File: src/rtl/cfg_loader_pkg.sv
// Shared state encoding, response codes and sizing helper for the config frame loader.
package cfg_loader_pkg;

  typedef enum logic [2:0] {
    StIdle,
    StLenHi,
    StLenLo,
    StPayload,
    StCheck,
    StResp
  } state_e;

  localparam logic [7:0] RESP_ACK = 8'h06;
  localparam logic [7:0] RESP_NAK = 8'h15;
  localparam logic [7:0] RESP_CAN = 8'h18;

  // Counter width able to hold 0..n-1, never narrower than one bit.
  function automatic int unsigned cnt_width(input int unsigned n);
    return (n > 1) ? $clog2(n) : 1;
  endfunction

endpackage

File: src/rtl/cfg_word_packer.sv
// Shifts payload bytes MSB first into a WORD_WIDTH word; the finished word is held
// in its own register and announced with a one-cycle done pulse.
module cfg_word_packer
  import cfg_loader_pkg::*;
#(
  parameter int unsigned WORD_WIDTH = 32
) (
  input  logic                  clk_i,
  input  logic                  reset_n_i,
  input  logic                  clear_i,
  input  logic                  byte_valid_i,
  input  logic [7:0]            byte_i,
  output logic                  last_byte_o,
  output logic [WORD_WIDTH-1:0] word_o,
  output logic                  word_done_o
);

  localparam int unsigned Bytes = WORD_WIDTH / 8;
  localparam int unsigned CntW  = cnt_width(Bytes);

  logic [CntW-1:0]       cnt_q, cnt_d;
  logic [WORD_WIDTH-1:0] shift_q, shift_d, word_q, word_d, shifted;
  logic                  done_q, done_d;

  assign shifted     = (shift_q << 8) | WORD_WIDTH'(byte_i);
  assign last_byte_o = (cnt_q == CntW'(Bytes - 1));
  assign word_o      = word_q;
  assign word_done_o = done_q;

  always_comb begin
    shift_d = shift_q;
    cnt_d   = cnt_q;
    word_d  = word_q;
    done_d  = 1'b0;
    if (clear_i) begin
      // Drops a partial word; the last completed word stays visible.
      shift_d = '0;
      cnt_d   = '0;
    end else if (byte_valid_i) begin
      shift_d = shifted;
      if (last_byte_o) begin
        cnt_d  = '0;
        word_d = shifted;
        done_d = 1'b1;
      end else begin
        cnt_d = cnt_q + 1'b1;
      end
    end
  end

  always_ff @(posedge clk_i or negedge reset_n_i) begin
    if (!reset_n_i) begin
      cnt_q   <= '0;
      shift_q <= '0;
      word_q  <= '0;
      done_q  <= 1'b0;
    end else begin
      cnt_q   <= cnt_d;
      shift_q <= shift_d;
      word_q  <= word_d;
      done_q  <= done_d;
    end
  end

endmodule

File: src/rtl/cfg_frame_loader.sv
// Framed byte-to-word config loader between the CDC byte streams and the eFPGA config port.
// Define CFG_FRAME_LOADER_CHECKSUM_EN to require a trailing XOR checksum byte per frame.
module cfg_frame_loader
  import cfg_loader_pkg::*;
#(
  parameter int unsigned WORD_WIDTH     = 32,
  parameter logic [7:0]  SYNC_BYTE      = 8'hA5,
  parameter int unsigned TIMEOUT_CYCLES = 1_200_000
) (
  input  logic                  clk_i,
  input  logic                  reset_n_i,
  input  logic [7:0]            out_data_i,
  input  logic                  out_valid_i,
  output logic                  out_ready_o,
  output logic [7:0]            in_data_o,
  output logic                  in_valid_o,
  input  logic                  in_ready_i,
  output logic [WORD_WIDTH-1:0] write_data_o,
  output logic                  word_write_strobe_o,
  output logic                  busy_o
);

  localparam int unsigned TmoW = cnt_width(TIMEOUT_CYCLES);

  state_e          state_q, state_d;
  logic [15:0]     len_q, len_d, wcnt_q, wcnt_d;
  logic [TmoW-1:0] tmo_q, tmo_d;
  logic [7:0]      resp_q, resp_d;
  logic            accept, counting, timed_out, pk_valid, pk_clear, pk_last;
`ifdef CFG_FRAME_LOADER_CHECKSUM_EN
  logic [7:0]      chk_q, chk_d;
`endif

  assign out_ready_o = (state_q != StResp);
  assign accept      = out_valid_i & out_ready_o;
  assign in_valid_o  = (state_q == StResp);
  assign in_data_o   = in_valid_o ? resp_q : 8'h00;
  assign busy_o      = (state_q != StIdle);
  assign counting    = state_q inside {StLenHi, StLenLo, StPayload, StCheck};
  // Fires after TIMEOUT_CYCLES consecutive cycles without a byte; a byte in that cycle wins.
  assign timed_out   = counting && !accept && (tmo_q == TmoW'(TIMEOUT_CYCLES - 1));
  assign pk_valid    = (state_q == StPayload) && accept;
  assign pk_clear    = timed_out || (state_q == StIdle);

  cfg_word_packer #(
    .WORD_WIDTH(WORD_WIDTH)
  ) u_packer (
    .clk_i       (clk_i),
    .reset_n_i   (reset_n_i),
    .clear_i     (pk_clear),
    .byte_valid_i(pk_valid),
    .byte_i      (out_data_i),
    .last_byte_o (pk_last),
    .word_o      (write_data_o),
    .word_done_o (word_write_strobe_o)
  );

  always_comb begin
    state_d = state_q;
    len_d   = len_q;
    wcnt_d  = wcnt_q;
    resp_d  = resp_q;
    tmo_d   = (counting && !accept) ? tmo_q + 1'b1 : '0;
`ifdef CFG_FRAME_LOADER_CHECKSUM_EN
    chk_d   = chk_q;
    if (counting && accept) chk_d = chk_q ^ out_data_i;
`endif
    if (timed_out) begin
      state_d = StResp;
      resp_d  = RESP_CAN;
      wcnt_d  = '0;
      tmo_d   = '0;
    end else begin
      unique case (state_q)
        StIdle: begin
          if (accept && out_data_i == SYNC_BYTE) begin
            state_d = StLenHi;
            wcnt_d  = '0;
`ifdef CFG_FRAME_LOADER_CHECKSUM_EN
            chk_d   = '0;
`endif
          end
        end
        StLenHi: begin
          if (accept) begin
            len_d   = {out_data_i, len_q[7:0]};
            state_d = StLenLo;
          end
        end
        StLenLo: begin
          if (accept) begin
            len_d = {len_q[15:8], out_data_i};
            if ({len_q[15:8], out_data_i} == 16'd0) begin
`ifdef CFG_FRAME_LOADER_CHECKSUM_EN
              state_d = StCheck;
`else
              state_d = StResp;
              resp_d  = RESP_ACK;
`endif
            end else begin
              state_d = StPayload;
            end
          end
        end
        StPayload: begin
          if (accept && pk_last) begin
            wcnt_d = wcnt_q + 16'd1;
            if (wcnt_q == len_q - 16'd1) begin
`ifdef CFG_FRAME_LOADER_CHECKSUM_EN
              state_d = StCheck;
`else
              state_d = StResp;
              resp_d  = RESP_ACK;
`endif
            end
          end
        end
`ifdef CFG_FRAME_LOADER_CHECKSUM_EN
        StCheck: begin
          if (accept) begin
            state_d = StResp;
            resp_d  = (out_data_i == chk_q) ? RESP_ACK : RESP_NAK;
          end
        end
`endif
        StResp: begin
          if (in_ready_i) state_d = StIdle;
        end
        default: state_d = StIdle;
      endcase
    end
  end

  always_ff @(posedge clk_i or negedge reset_n_i) begin
    if (!reset_n_i) begin
      state_q <= StIdle;
      len_q   <= '0;
      wcnt_q  <= '0;
      tmo_q   <= '0;
      resp_q  <= '0;
`ifdef CFG_FRAME_LOADER_CHECKSUM_EN
      chk_q   <= '0;
`endif
    end else begin
      state_q <= state_d;
      len_q   <= len_d;
      wcnt_q  <= wcnt_d;
      tmo_q   <= tmo_d;
      resp_q  <= resp_d;
`ifdef CFG_FRAME_LOADER_CHECKSUM_EN
      chk_q   <= chk_d;
`endif
    end
  end

endmodule
File: config.mk
export PLATFORM = sky130hd
export DESIGN_NAME = cfg_frame_loader
export DESIGN_NICKNAME = d
export VERILOG_FILES = /design/src/rtl/cfg_loader_pkg.sv /design/src/rtl/cfg_word_packer.sv /design/src/rtl/cfg_frame_loader.sv
export SDC_FILE = /design/constraint.sdc
export NUM_CORES = 1
export LEC_CHECK = 0
export CAP_MARGIN = 20
export CORE_ASPECT_RATIO = 1.1
export CORE_MARGIN = 3
export CORE_UTILIZATION = 55
export DETAILED_ROUTE_END_ITERATION = 8
export PLACE_DENSITY = 0.84
export SLEW_MARGIN = 0
export SYNTH_ARGS = -nofsm -noshare
export SYNTH_HDL_FRONTEND = slang
export SYNTH_SLANG_ARGS = --single-unit
export TNS_END_PERCENT = 50
File: constraint.sdc
create_clock -name clk_i -period 3.8 [get_ports clk_i]
set_clock_uncertainty 0.1 [all_clocks]
set_input_delay 1.14 -clock clk_i [delete_from_list [all_inputs] [get_ports clk_i]]
set_output_delay 1.14 -clock clk_i [all_outputs]
set_load 0.01 [all_outputs]
After elaboration in Yosys (flattened, before gate mapping)

Cells that the tools add are included.

Add/sub/neg operators: 4
Eq/ne operators: 17
Mux-type cells: 33
Bitwise gates (word level): 6
Reduce and logical (&&, ||, !) cells: 20

Operator list:

| cell                  | number |
|---|---|
| $mux 16               | 4 |
| $pmux 16 s2           | 2 |
| $mux 8                | 7 |
| $mux 24               | 2 |
| $mux 21               | 2 |
| $or 32x8->32          | 1 |
| $mux 3                | 8 |
| $add 21x1->21 const B | 1 |
| $eq 21x21->1 const B  | 1 |
| $add 16x1->16 const B | 1 |
| $eq 16x16->1          | 1 |
| $logic_not 16->1      | 1 |
| $pmux 8 s2            | 1 |
| $sub 16x1->16 const B | 1 |
| $pmux 3 s5            | 1 |
| $ne 3x2->1 const B    | 4 |
| $ne 3x3->1 const B    | 3 |
| $reduce_bool 3->1     | 3 |
| $eq 8x8->1 const B    | 1 |
| $reduce_and 4->1      | 2 |
| $eq 3x2->1 const B    | 2 |
| $eq 3x3->1 const B    | 2 |
| $mux 2                | 3 |
| $reduce_and 3->1      | 2 |
| other kinds (15)      | 24 |

Bits in registers: 123
Input bits: 12
Output and inout port bits: 44
Logic and storage cells: 90

Logic depth before layout (Yosys ltp)

Word-level depth: 8
Gate-level depth with buffers: 11
Depth with buffers taken out: 9

Modules after synthesis

Synthesis repeated with hierarchy kept, for this count alone.

Cells, all modules: 532
Area total of the unflattened synthesis: 5924.4 um2

By module, submodules not included:

| module           | instances | cells each | area an instance (um2) | seq. area each (um2) |
|---|---|---|---|---|
| cfg_frame_loader | 1         | 377        | 3510.9                 | 1451.4 |
| cfg_word_packer  | 1         | 155        | 2413.6                 | 1476.4 |

Worst setup path after synthesis

No wires, ideal clock.

Path kind: input -> register
Start point: input port out_valid_i
End point: register u_packer.word_q[10] (netlist: u_packer.word_o[10])
Setup time: 0.125 ns
Data arrival time: 2.725 ns
Data required time: 3.575 ns
Setup slack: 0.850 ns
Stages: 6
Path buffers: 2
Cell sequence: inv_1 -> nor3_1 -> nand2_1 -> clkbuf_1 -> clkbuf_1 -> mux2_2

Cells in the longest elaborated chain, start to end: 7
Elaborated cells on any way between the ends: 8
Those cells by class: bitwise: 2; reduce/logical: 6

Ends and longest elaborated chain:

| what                                  | RTL line               | source |
|---|---|---|
| start, declared                       | cfg_frame_loader.sv:13 | `input logic out_valid_i,` |
| $and 1x1->1 (*)                       | cfg_frame_loader.sv:35 | `assign accept = out_valid_i & out_ready_o;` |
| $logic_not 1->1                       | cfg_frame_loader.sv:41 | `assign timed_out = counting && !accept && (tmo_q == TmoW'(TIMEOUT_CYCLES - 1));` |
| $logic_and 1x1->1 (2 in a row)        | cfg_frame_loader.sv:41 |  |
| $logic_or 1x1->1                      | cfg_frame_loader.sv:43 | `assign pk_clear = timed_out \|\| (state_q == StIdle);` |
| $not 1->1 (no source line)            | n/a                    |  |
| $reduce_and 3->1 (no source line) (*) | n/a                    |  |
| end signal, assigned                  | cfg_word_packer.sv:60  | `word_q <= word_d;` |
| end, declared                         | cfg_word_packer.sv:22  | `logic [WORD_WIDTH-1:0] shift_q, shift_d, word_q, word_d, shifted;` |

Mark *: on every way between the ends. The rest lies on a longest branch, timed or not.
A chain may end at the register's enable or synchronous reset.

Worst setup path in the final report

Start point: register state_q[0]
End point: output port in_data_o[1]

Cells in the longest elaborated chain, start to end: 2

Ends and longest elaborated chain:

| what                   | RTL line                | source |
|---|---|---|
| start, declared        | cfg_frame_loader.sv:25  | `state_e state_q, state_d;` |
| start signal, assigned | cfg_frame_loader.sv:136 | `state_q <= StIdle;` |
| start signal, assigned | cfg_frame_loader.sv:145 | `state_q <= state_d;` |
| $eq 3x3->1             | cfg_frame_loader.sv:36  | `assign in_valid_o = (state_q == StResp);` |
| $mux 8                 | cfg_frame_loader.sv:37  | `assign in_data_o = in_valid_o ? resp_q : 8'h00;` |
| end, declared          | cfg_frame_loader.sv:15  | `output logic [7:0] in_data_o,` |

No other way between the ends.

==> out/qor.csv <==
stage,metric,value,unit
run_status,status,"finished, final reports clean",
timing,setup_tns,0,ps
global_route,GR Util All Layers,26.2,%
critical_path,nature of the critical path endpoint,output port,
clock_network,number of setup buffers added after CTS,0,
drt,number of DRC markers in iteration 0,414,
synth,Yosys cell types,55,
clock_network,H-tree level count,4,
floorplan,Row Count,38,
floorplan,Core Area,9890,um2
timing,Tmin final,3480,ps
synth,ys async rst share,100,%
timing,Final Max Slew Viols,0,
pwr,P_leak,3.01,nW
global_route,vias in the first global route,4582,
clock_network,CTS tree,done,
clock_network,post-CTS sizing,0,
clock_network,TritonCTS buffer count,17,
floorplan,Die ar.,11400,um2
final_layout,Fillers,687,
floorplan,number of top-level pins,56,
floorplan,Die H,112,um
pwr,maximum vdd drop,426,uV
critical_path,CP max FO,10,
clock_network,clock insertion delay at the later pin of the skew report,530,ps
critical_path,class of the most critical setup path,register to output port,
worst_hold_path,HP Class,input pin to async pin,
drt,DRC,0,
pwr,pwr/cell area,631,nW/um2
global_route,"Remaining Overflow, GRT",0,
synth,Post-synth EDFFs,0,
pwr,Pwr Total,4.32,mW
run,Max-Cap Viols,0,
timing,relative slew slack,49.2,%
placement,Post-DP Area,6260,um2
global_route,first-pass GRT wire length,23300,um
drt,drt wl/cell,19.8,um
final_layout,share of cells above drive strength 1,17.3,%
synth,mapped cell area,5600,um2
timing,Setup-failing EPs final,0,
placement,dpl cells,677,
final_layout,Inserted Diodes,0,
synth,Yosys top cell area share,52.3,%
final_layout,area grow syn2layout,22.4,%
final_layout,post-route cell area,6860,um2
synth,post-synthesis sequential area ratio,52.3,%
clock_network,clock sink total,117,
critical_path,R2R depth,7,
placement,PortBufs,51,
floorplan,Die X,102,um
synth,Synth Register Bits,117,
clock_network,"Reg clk slew, reported paths",60,ps
drt,first drt pass iteration count,6,
clock_network,CTS Root Cell,clkbuf_8,
synth,main flop type after synthesis,dfrtp_1,
critical_path,crit path from,state_q[0]$_DFFE_PN0P_,
global_route,initial antenna violation count,0,
critical_path,crit path to,in_data_o[1],
timing,period utilisation layout,91.6,%
critical_path,"Arr. time, crit path",2240,ps
placement,Routability Congestion,0.876,
clock_network,Max Root-Sink Buffers,2,
timing,final hold vios,0,
final_layout,nets@finish,592,
timing,RSZ-0062 raised after global routing,false,
final_layout,Non-Filler Instances,709,
timing,Worst-Margin Slew,756,ps
global_route,largest net degree at the start of global routing,51,
placement,DP HPWL,8730,um
synth,YS warnings,0,
critical_path,CP Data Required Time,2560,ps
synth,Synth area leaders,"dfrtp_1 (52%), mux2_2 (9.2%), a22o_1 (4.2%)",
synth,Cells after Synth,517,
critical_path,R2R setup slack,590,ps
drt,vias per cell,6.27,
synth,Syn Area/Cell,10.8,um2
timing,top achievable clock speed,287,MHz
drt,DR vias,4445,
drt,total wire length,14100,um
floorplan,initial core utilization,56.7,%
clock_network,CTS hold repair buffers,0,
timing,hold slack,311,ps
critical_path,startpoint types,register,
synth,post-synth top area cell,dfrtp_1,
critical_path,FF-to-FF Start,len_q[2]$_DFFE_PN0P_,
critical_path,Crit Reg-Reg Endpoint,state_q[1]$_DFFE_PN0P_,
drt,ANT nets after route,0,
-- worst min-delay path by stage --
stage	from	end	slack, ps
after global placement	tmo_q[0]$_DFF_PN0_	tmo_q[0]$_DFF_PN0_	370
final	reset_n_i	u_packer.word_o[3]$_DFFE_PN0P_	310
after CTS	reset_n_i	u_packer.word_o[3]$_DFFE_PN0P_	300
after detailed placement	u_packer.shift_q[19]$_DFFE_PN0P_	u_packer.shift_q[19]$_DFFE_PN0P_	390
after floorplan	tmo_q[0]$_DFF_PN0_	tmo_q[0]$_DFF_PN0_	360
after global routing	reset_n_i	u_packer.word_o[3]$_DFFE_PN0P_	290
-- cell families (layout without fill, tap and decap cells) --
logic type | count (synthesis) | after routing | synth area share (%)
XOR/XNOR | 46 | 46 | 7.19
AND/OR/NAND/NOR | 184 | 184 | 16.8
flip-flops | 117 | 117 | 52.3
multiplexers | 46 | 46 | 9.25
other | 1 | 4 | 0.0669
buffers and inverters | 41 | 110 | 3.22
AO/OA/AOI/OAI | 78 | 78 | 10.3
adder cells (fa/ha/maj) | 4 | 4 | 0.893
-- sequential cells by signal (all words and copies together) (netlist names), 2 cells and up --
register,cells
u_packer.word_o,32
u_packer.shift_q,24
tmo_q,21
len_q,16
wcnt_q,16
state_q,3
resp_q,2
u_packer.cnt_q,2
-- cells in the mapped netlist (all sizes together), types with 2 or more instances --
| cell | instances |
|---|---|
| o211ai | 2 |
| nand2 | 31 |
| o22ai | 2 |
| xnor2 | 23 |
| a211o | 3 |
| mux2 | 46 |
| o21ai | 18 |
| buf | 9 |
| clkbuf | 18 |
| or3 | 4 |
| nor2 | 58 |
| nor3b | 2 |
| a31oi | 2 |
| nand3b | 3 |
| inv | 14 |
| xor2 | 23 |
| nand3 | 19 |
| nand4b | 2 |
| nand2b | 3 |
| and3 | 11 |
| or2 | 2 |
| a21oi | 11 |
| or4 | 5 |
| and2 | 2 |
| a22o | 27 |
| ha | 4 |
| nand4 | 16 |
| nor3 | 12 |
| a21o | 2 |
| dfrtp | 117 |
| nor4 | 9 |
-- layout make-up --
class / instances / area [um2] / area share, %
Clock buffer: 19 / 442 / 6.44
Clock inverter: 13 / 149 / 2.17
Inverter: 14 / 52.6 / 0.767
Timing Repair Buffer: 64 / 618 / 9.02
Tap cell: 120 / 150 / 2.19
Sequential cell: 117 / 2930 / 42.7
Multi-Input combinational cell: 362 / 2520 / 36.7
-- worst max-delay path, cell delays in order (launching register included) --
cell,delay (ps)
dfrtp_1,510
nor2b_1,260
nand2_1,170
nor2_1,190
clkdlybuf4s50_1,580
-- power breakdown --
part | leakage (nW) | switching [mW] | internal (mW)
sequential | 1.50 | 0.199 | 1.50
clock | 0.269 | 0.618 | 0.974
combinational | 1.24 | 0.440 | 0.594
-- cell usage in the layout, fill, tap and decap left out, drive strengths merged, types with 2 or more instances in the layout --
cell type	count
nand3b	3
nor3	12
clkdlybuf4s50	50
and2	2
nand4	16
nand4b	2
xnor2	23
xor2	23
buf	14
a211o	3
nor2	58
clkbuf	19
nor3b	2
or3	4
a21oi	11
a31oi	2
ha	4
nand2b	3
o22ai	2
nand3	19
a21o	2
mux2	46
nor4	9
clkinv	3
o211ai	2
clkinvlp	6
inv	16
or4	5
o21ai	18
a22o	27
nand2	31
conb	4
and3	11
or2	2
bufinv	2
dfrtp	117
-- per-layer routing --
layer	track usage, %	vias to the layer above	routed length (um)
met2	41.9	208	7210
li1	-	1963	-
met4	12.1	0	466
met1	33.6	2228	5560
met5	0	-	0
met3	6.39	46	828
-- stage by stage --
step                      worst slack, ps  utilization, %
after global routing                  180            69.3
after global placement                250            63.3
after CTS                             327            69.3
after floorplan                       850               -
final                                 320            69.3
after detailed placement              221            63.3
(Power assumes the default switching activity.)
